[src/rtl/misr_bist_sequencer.sv]
// MISR self-test sequencer: drives the MISR register port, streams LFSR stimulus,
// reads back the signature and compares it against a golden value.
module misr_bist_sequencer #(
  parameter int unsigned          NBIT_DATA  = 64,
  parameter int unsigned          NBIT_ADDR  = 64,
  parameter int unsigned          NBIT_CNT   = 32,
  parameter logic [NBIT_ADDR-1:0] START_ADDR = NBIT_ADDR'(2**25),
  parameter logic [NBIT_DATA-1:0] LFSR_POLY  = NBIT_DATA'(64'hD800_0000_0000_0000)
) (
  input  logic                 clk_i,
  input  logic                 rst_ni,
  input  logic                 start_i,
  input  logic [NBIT_DATA-1:0] coeff_i,
  input  logic [NBIT_DATA-1:0] seed_i,
  input  logic [NBIT_DATA-1:0] golden_i,
  input  logic [NBIT_CNT-1:0]  n_words_i,
  output logic                 re_o,
  output logic                 we_o,
  output logic [NBIT_ADDR-1:0] addr_o,
  output logic [NBIT_DATA-1:0] wdata_o,
  input  logic [NBIT_DATA-1:0] rdata_i,
  output logic [NBIT_DATA-1:0] data_misr_o,
  output logic                 busy_o,
  output logic                 done_o,
  output logic                 pass_o,
  output logic [NBIT_DATA-1:0] signature_o
);

  localparam logic [NBIT_ADDR-1:0] ADDR_CTRL = START_ADDR;
  localparam logic [NBIT_ADDR-1:0] ADDR_COEF = START_ADDR + NBIT_ADDR'(8);
  localparam logic [NBIT_ADDR-1:0] ADDR_SIG  = START_ADDR + NBIT_ADDR'(16);
  localparam logic [NBIT_DATA-1:0] CTRL_RUN  = NBIT_DATA'(2'b11);
  localparam logic [NBIT_DATA-1:0] CTRL_HALT = NBIT_DATA'(2'b10);

  typedef enum logic [3:0] {
    S_IDLE, S_CLR, S_COEF, S_EN, S_STREAM, S_STOP, S_SETTLE, S_READ, S_DONE
  } state_t;

  state_t               state_q, state_d;
  logic [NBIT_DATA-1:0] coeff_q, coeff_d;
  logic [NBIT_DATA-1:0] golden_q, golden_d;
  logic [NBIT_DATA-1:0] lfsr_q, lfsr_d;
  logic [NBIT_CNT-1:0]  n_q, n_d;
  logic [NBIT_CNT-1:0]  cnt_q, cnt_d;

  logic                 re_d, we_d, busy_d, done_d;
  logic [NBIT_ADDR-1:0] addr_d;
  logic [NBIT_DATA-1:0] wdata_d, data_misr_d;

  function automatic logic [NBIT_DATA-1:0] lfsr_step(input logic [NBIT_DATA-1:0] s);
    return (s >> 1) ^ (s[0] ? LFSR_POLY : '0);
  endfunction

  // Next-state, latches and stimulus generator
  always_comb begin
    state_d  = state_q;
    coeff_d  = coeff_q;
    golden_d = golden_q;
    lfsr_d   = lfsr_q;
    n_d      = n_q;
    cnt_d    = cnt_q;
    case (state_q)
      S_IDLE: begin
        if (start_i) begin
          state_d  = S_CLR;
          coeff_d  = coeff_i;
          golden_d = golden_i;
          lfsr_d   = seed_i;
          n_d      = n_words_i;
        end
      end
      S_CLR:  state_d = S_COEF;
      S_COEF: state_d = (n_q != '0) ? S_EN : S_STOP;
      S_EN: begin
        cnt_d   = n_q - NBIT_CNT'(1);
        lfsr_d  = lfsr_step(lfsr_q);
        state_d = (n_q == NBIT_CNT'(1)) ? S_STOP : S_STREAM;
      end
      S_STREAM: begin
        cnt_d  = cnt_q - NBIT_CNT'(1);
        lfsr_d = lfsr_step(lfsr_q);
        if (cnt_q == NBIT_CNT'(1)) state_d = S_STOP;
      end
      S_STOP:   state_d = S_SETTLE;
      S_SETTLE: state_d = S_READ;
      S_READ:   state_d = S_DONE;
      S_DONE:   state_d = S_IDLE;
      default:  state_d = S_IDLE;
    endcase
  end

  // Output decode from the upcoming state so every output comes straight off a flop
  always_comb begin
    re_d        = 1'b0;
    we_d        = 1'b0;
    addr_d      = '0;
    wdata_d     = '0;
    data_misr_d = '0;
    busy_d      = (state_d != S_IDLE);
    done_d      = (state_d == S_DONE);
    case (state_d)
      S_CLR: begin
        we_d   = 1'b1;
        addr_d = ADDR_CTRL;
      end
      S_COEF: begin
        we_d    = 1'b1;
        addr_d  = ADDR_COEF;
        wdata_d = coeff_d;
      end
      S_EN: begin
        we_d        = 1'b1;
        addr_d      = ADDR_CTRL;
        wdata_d     = CTRL_RUN;
        data_misr_d = lfsr_d;
      end
      S_STREAM: data_misr_d = lfsr_d;
      S_STOP: begin
        we_d    = 1'b1;
        addr_d  = ADDR_CTRL;
        wdata_d = CTRL_HALT;
      end
      S_READ: begin
        re_d   = 1'b1;
        addr_d = ADDR_SIG;
      end
      default: ;
    endcase
  end

  // State, latches and registered outputs
  always_ff @(posedge clk_i or negedge rst_ni) begin
    if (!rst_ni) begin
      state_q     <= S_IDLE;
      coeff_q     <= '0;
      golden_q    <= '0;
      lfsr_q      <= '0;
      n_q         <= '0;
      cnt_q       <= '0;
      re_o        <= 1'b0;
      we_o        <= 1'b0;
      addr_o      <= '0;
      wdata_o     <= '0;
      data_misr_o <= '0;
      busy_o      <= 1'b0;
      done_o      <= 1'b0;
      pass_o      <= 1'b0;
      signature_o <= '0;
    end else begin
      state_q     <= state_d;
      coeff_q     <= coeff_d;
      golden_q    <= golden_d;
      lfsr_q      <= lfsr_d;
      n_q         <= n_d;
      cnt_q       <= cnt_d;
      re_o        <= re_d;
      we_o        <= we_d;
      addr_o      <= addr_d;
      wdata_o     <= wdata_d;
      data_misr_o <= data_misr_d;
      busy_o      <= busy_d;
      done_o      <= done_d;
      // Verdict is ready alongside the done pulse
      if (state_q == S_READ) begin
        signature_o <= rdata_i;
        pass_o      <= (rdata_i == golden_q);
      end else if (state_q == S_IDLE && start_i) begin
        pass_o <= 1'b0;
      end
    end
  end

endmodule

[config.mk]
export PLATFORM = sky130hd
export DESIGN_NAME = misr_bist_sequencer
export DESIGN_NICKNAME = d
export VERILOG_FILES = /design/src/rtl/misr_bist_sequencer.sv
export SDC_FILE = /design/constraint.sdc
export NUM_CORES = 1
export LEC_CHECK = 0
export CORE_AREA = 2 2 217 219
export DETAILED_ROUTE_END_ITERATION = 8
export DIE_AREA = 0 0 219 221
export GPL_TIMING_DRIVEN = 0
export PLACE_DENSITY = 0.83
export RECOVER_POWER = 100
export SYNTH_ARGS = -nofsm -noshare
export SYNTH_HDL_FRONTEND = slang
export SYNTH_SLANG_ARGS = --single-unit
[constraint.sdc]
create_clock -name clk_i -period 3.5 [get_ports clk_i]
set_clock_uncertainty 0.15 [all_clocks]
set_input_delay 0.525 -clock clk_i [delete_from_list [all_inputs] [get_ports clk_i]]
set_output_delay 0.525 -clock clk_i [all_outputs]
set_load 0.005 [all_outputs]
==> reports/qor.yml, run 1 <==
synth_ff_type: "dfrtp_1"
synth.avg_cell_area_um2: 9.69
clk_pin_slew_ps: 60
dieArea_mm2: 0.0484
hold_path_class: "primary input to async pin"
core_mm2: 0.0461
drc: 0
p_per_area_mw_per_mm2: 415
worst_pin_slew_ps: 1620
crit_path_start: "n_q[11]$_DFFE_PN0P_"
ff2ff_path_depth: 7
path_max_fanout: 10
grt_pass1_vias: 17500
insertion_delay_ps: 590
ys_seq_elements: 459
numCtsBuffers: 48
wl_per_cell_um: 20.1
outcome: "complete, but fails checks"
setup_violations: 0
min_period_over_period_pct: 95.1
cts.path.max_buffers: 3
arrival_ps: 3590
drt_wl_total_mm: 65.3
worstPathRequired_ps: 3770
io_buffers: 490
path_class: "flip-flop to flip-flop"
clkSinkCount: 459
total_power_mw: 11.2
crit_top_cell: "or4_4"
violations: "capacitance limit, slew limit"
dpl.hpwl_mm: 49.1
maxSlewHeadroom_pct: -8.22
ant_nets: 0
rsz0062_at_grt: "no"
reg2reg_to: "data_misr_o[30]$_DFF_PN0_"
synth_edf_count: 0
crit_path_top_delay_cell: "or4_4"
grt_max_degree: 121
gp_congestion: 0.948
syn2layout_area_growth_pct: 39.3
die_w_um: 219
viasPerCell: 5.17
grt_use_total_pct: 26.9
start_util_pct: 42.0
rows: 79
cap_violations: 1
hold_slack_ps: 291
regToRegStartpoint: "n_q[11]$_DFFE_PN0P_"
worstSetupStartpointType: "flip-flop"
power_leakage_nw: 13.4
h-tree-depth: 2
synthArstFlopShare_pct: 100
die_y_um: 221
max_freq_ghz: 0.301
setup_slack_ps: 173
drt_iter0_markers: 1510
r2r_slack_ps: 170
dr.pass1.iters: 6
worstPathCellList: "or4_4 -> or4_4 -> and4bb_1 -> a22oi_1 -> nand2_1 -> clkbuf_1 -> a21boi_0"
critPathCaptureType: "flip-flop"
slew_violations: 121
finalHoldViolations: 0
ys_seq_area_share_pct: 59.3
syn_area_mm2: 0.0194
yosys_warnings: 0
drive_gt1_share_pct: 6.79
ir_worst_vdd_mv: 0.348
grt.overflow.total: 0
vias: 16800
synth_cells: 1997
grt_pass1_wl_mm: 99.9
nNetsFinal: 2898
yosysUniqueCellTypes: 66
place_ws_ps: -435
pin_count: 552
critPathCapture: "data_misr_o[30]$_DFF_PN0_"
antenna_found_initial: 3
critPathMaxStageDelay_ps: 580
fillers: 3769
period_minus_slack_ps: 3330
cts_tree: "yes"
cts_root_buffer: "clkbuf_16"
worst max-delay path: cells and delay by family (launching register included):
family	cells	cell delay (ps)
DFF	1	430
and+or+nand+nor	4	1800
AOI/OAI and AO/OA	2	410
buffers and inverters	1	360
through the flow:
step           instance area [µm²]  util, %  std cells  setup TNS (ps)
3_5_place_dp                 25400     55.1       3158          -25250
2_1_floorplan                19600        -       2057               0
4_1_cts                      27000     58.6       3245               0
3_3_place_gp                 25200     54.8       3154        -8204520
5_1_grt                      27000     58.5       3248               0
6_report                     27000     58.5       3248               0
how the worst min path moves through the flow:
stage	end	slack [ps]	cells past startpoint
floorplan	addr_o[25]$_DFF_PN0_	80	0
global placement	coeff_q[51]$_DFF_PN0_	300	2
detailed placement	coeff_q[43]$_DFF_PN0_	300	2
CTS	signature_o[52]$_DFFE_PN0P_	270	2
global route	signature_o[52]$_DFFE_PN0P_	310	2
finish	signature_o[52]$_DFFE_PN0P_	290	2
cells in the final DEF (no fill, tap or decap), types with 20 or more instances in the layout:
master | synthesis | final
nand2_1 | 810 | 810
dfrtp_1 | 459 | 459
clkdlybuf4s50_1 | 0 | 289
dlygate4sd3_1 | 0 | 201
clkbuf_1 | 89 | 98
buf_4 | 63 | 63
a22oi_1 | 61 | 62
a21boi_0 | 60 | 61
conb_1 | 1 | 61
xnor2_1 | 51 | 51
clkbuf_16 | 0 | 50
xor2_1 | 47 | 47
and2_0 | 0 | 41
nor2_1 | 33 | 33
nor3_1 | 32 | 32
and2_1 | 63 | 22
a21oi_1 | 20 | 20
layout make-up:
type                       count  area (µm²)  share of cell area [%]
antenna                        3        7.51                  0.0278
tap                          607         759                    2.82
clock buffer                  63        1390                    5.16
multi-input combinational   1418        7150                    26.5
buffer                       169         885                    3.28
sequential                   459       11500                    42.6
inverter                      11        41.3                   0.153
timing repair buffer         495        4990                    18.5
clock inverter                23         251                   0.933
metal layers:
layer  GRT usage, %  routed length, µm  part of all wire (%)  vias up
met5              0                  0                     0        -
met4           15.4               4010                   6.1        0
met3           6.21               5260                   8.0      214
met2           45.1              32000                    49      834
met1           31.8              24000                    37     8141
li1               -                  -                     -     7600
power by group:
part	internal (mW)	switching [mW]
combinational	0.358	0.241
clock	3.10	2.18
sequential	5.31	0
repair_timing:
item | 4_1_cts | 5_1_grt
endpoints found under the setup margin | 37 | 0
setup buffers | 0 | 0
gates resized for setup | 1 | 0
hold endpoints to repair | 50 | 0
hold buffers | 1 | 0
logic make-up after synthesis:
| group | count (synthesis) | synth area share [%] |
|---|---|---|
| multiplexers | 5 | 0.278 |
| AO/OA/AOI/OAI | 206 | 7.76 |
| buffers and inverters | 180 | 4.79 |
| adder cells (fa/ha/maj) | 5 | 0.323 |
| XOR/XNOR | 98 | 4.43 |
| flip-flops | 459 | 59.3 |
| AND/OR/NAND/NOR | 1043 | 23.0 |
| other | 1 | 0.0194 |
cell usage after synthesis (3+ instances only):
| master | instances | share of area (%) |
|---|---|---|
| xnor2_1 | 51 | 2.3 |
| nor3_1 | 32 | 0.83 |
| o311ai_0 | 4 | 0.18 |
| or4_4 | 5 | 0.29 |
| a21boi_0 | 60 | 2.3 |
| nor2_1 | 33 | 0.64 |
| and3_1 | 3 | 0.097 |
| nand2b_1 | 5 | 0.16 |
| nand4b_1 | 4 | 0.18 |
| a21oi_1 | 20 | 0.52 |
| inv_1 | 11 | 0.21 |
| or4_1 | 8 | 0.31 |
| ha_1 | 5 | 0.32 |
| a221oi_1 | 3 | 0.14 |
| nor2b_1 | 7 | 0.23 |
| nor3b_1 | 4 | 0.16 |
| a31oi_1 | 3 | 0.097 |
| a211oi_1 | 3 | 0.12 |
| mux2_2 | 3 | 0.17 |
| buf_2 | 10 | 0.26 |
| nand2_1 | 810 | 16 |
| o211ai_1 | 6 | 0.23 |
| dfrtp_1 | 459 | 59 |
| nand4_1 | 15 | 0.48 |
| nand3_1 | 13 | 0.34 |
| buf_1 | 5 | 0.097 |
| a221o_1 | 3 | 0.16 |
| a22oi_1 | 61 | 2.4 |
| nor4_1 | 19 | 0.61 |
| o21ai_0 | 19 | 0.49 |
| clkbuf_1 | 89 | 1.7 |
| or3_1 | 10 | 0.32 |
| a21o_1 | 4 | 0.16 |
| and2_1 | 63 | 2.0 |
| xor2_1 | 47 | 2.1 |
| buf_4 | 63 | 2.4 |
state kept, by name, indices dropped and copies added (netlist names):
register     cells
wdata_o         64
n_q             32
state_q          4
pass_o           1
we_o             1
busy_o           1
signature_o     64
data_misr_o     64
lfsr_q          64
coeff_q         64
addr_o           3
done_o           1
cnt_q           32
golden_q        64
Note: power is estimated with default switching activity, not from simulation.
==> inputs of run 2 (changes only) <==
--- a/config.mk
+++ b/config.mk
@@ -5,11 +5,12 @@
 export SDC_FILE = /design/constraint.sdc
 export NUM_CORES = 1
 export LEC_CHECK = 0
-export CORE_AREA = 2 2 217 219
+export CORE_ASPECT_RATIO = 1.25
+export CORE_MARGIN = 2
+export CORE_UTILIZATION = 35
 export DETAILED_ROUTE_END_ITERATION = 8
-export DIE_AREA = 0 0 219 221
 export GPL_TIMING_DRIVEN = 0
-export PLACE_DENSITY = 0.83
+export PLACE_DENSITY = 0.73
 export RECOVER_POWER = 100
 export SYNTH_ARGS = -nofsm -noshare
 export SYNTH_HDL_FRONTEND = slang
==> run 2 against run 1 <==
- the run still ends with capacitance limit, slew limit left
- flip-flop and latch count unchanged
- via count fell by 2.4%
- clock-buffer cell count rose by 10
- setup slack gained 17 ps
- largest cell class unchanged
==> reports/qor.yml, run 2 (same netlist as run 1, synthesis figures left out) <==
instances_no_fill: 3377
antenna_found_initial: 4
worstPathRequired_ps: 3760
worstSetupStartpointType: "flip-flop"
hold_slack_ps: 313
post_cts_buffers: 0
setup_violations: 0
critPathCaptureType: "flip-flop"
nNetsFinal: 2898
max_freq_ghz: 0.302
start_util_pct: 35.3
rsz0062_at_grt: "no"
dieArea_mm2: 0.0572
die_y_um: 267
worst_pin_slew_ps: 1590
arrival_ps: 3570
grt.overflow.total: 0
ant_nets: 0
viasPerCell: 4.85
io_buffers: 490
finalHoldViolations: 0
dpl.hpwl_mm: 50.3
h-tree-depth: 2
placedCellCount: 3285
hold_path_class: "flip-flop to flip-flop"
ir_worst_vdd_mv: 0.472
numCtsBuffers: 49
cts_root_buffer: "clkbuf_16"
cts.path.max_buffers: 3
min_period_over_period_pct: 94.6
place_ws_ps: -647
post-route-util_pct: 49.4
path_max_fanout: 10
vias: 16400
syn2layout_area_growth_pct: 39.7
drt_iter0_markers: 1186
maxSlewHeadroom_pct: -5.70
cap_violations: 1
drc: 0
grt_max_degree: 125
r2r_slack_ps: 190
clk_pin_slew_ps: 60
path_class: "flip-flop to flip-flop"
mostFrequentLayoutCells: "810 x nand2_1, 459 x dfrtp_1, 289 x clkdlybuf4s50_1"
outcome: "complete, but fails checks"
slew_violations: 112
dr.pass1.iters: 6
pin_count: 552
setup_slack_ps: 190
drt_wl_total_mm: 66.7
grt_pass1_vias: 16900
rows: 96
gp_congestion: 0.900
insertion_delay_ps: 580
die_w_um: 214
grt_pass1_wl_mm: 101
period_minus_slack_ps: 3310
finalInstanceArea_mm2: 0.0270
clkSinkCount: 459
total_power_mw: 11.1
setup_tns_ps: 0
wl_per_cell_um: 19.7
power_leakage_nw: 13.4
core_mm2: 0.0548
drive_gt1_share_pct: 6.52
violations: "capacitance limit, slew limit"
grt_use_total_pct: 22.9
p_per_area_mw_per_mm2: 409
cts_tree: "yes"
final_common_cell: "nand2_1"
placed_area_mm2: 0.0255
## run 2: cell count changes in the layout (fill, tap and decap cells not counted), moves of 2 or more
cell	change
bufinv_16	-2
clkbuf_1	+7
clkbuf_2	+5
clkinv_2	-4
clkinv_4	-2
clkinvlp_4	-3
diode_2	+2
inv_6	+2
## run 2: worst paths after layout
path / startpoint / to / depth (start not counted)
max in group asynchronous: rst_ni / wdata_o[18]$_DFF_PN0_ / 3
min in group asynchronous: rst_ni / data_misr_o[12]$_DFF_PN0_ / 2
min reg2reg: coeff_q[21]$_DFF_PN0_ / coeff_q[21]$_DFF_PN0_ / 2
min: coeff_q[21]$_DFF_PN0_ / coeff_q[21]$_DFF_PN0_ / 2
max: n_q[12]$_DFFE_PN0P_ / data_misr_o[62]$_DFF_PN0_ / 7
max reg2reg: n_q[12]$_DFFE_PN0P_ / data_misr_o[62]$_DFF_PN0_ / 7
## run 2: timing repair
item	4_1_cts	5_1_grt
endpoints found under the hold margin	110	0
hold buffers	1	0
endpoints found under the setup margin	32	11
gates resized for setup	2	3
## run 2: layer usage
| layer | vias to the layer above | part of all wire (%) | GRT usage [%] |
|---|---|---|---|
| li1 | 7580 | - | - |
| met1 | 8016 | 37 | 26.4 |
| met2 | 631 | 51 | 40.3 |
| met3 | 155 | 6.6 | 4.84 |
| met4 | 0 | 5.3 | 11.4 |
| met5 | - | 0 | 0 |
## run 2: report_power, final
| part | switching (mW) | internal (mW) | total (mW) |
|---|---|---|---|
| combinational | 0.241 | 0.356 | 0.597 |
| sequential | 0 | 5.31 | 5.31 |
| clock | 2.17 | 2.98 | 5.16 |
## run 2: worst max-delay path, cell delays in order, from the launching register on
cell and delay [ps]:
dfrtp_1 400, or4_4 580, or4_4 540, and4bb_1 450, a22oi_1 240, nand2_1 340
buf_2 270, a21boi_0 170
## run 2: cell type report
class                      count  area (µm²)
sequential                   459       11500
inverter                      11        41.3
antenna                        5        12.5
timing repair buffer         494        4970
buffer                       169         886
fill                        4996       27700
clock inverter                13         133
clock buffer                  73        1440
multi-input combinational   1418        7150
tap                          735         920
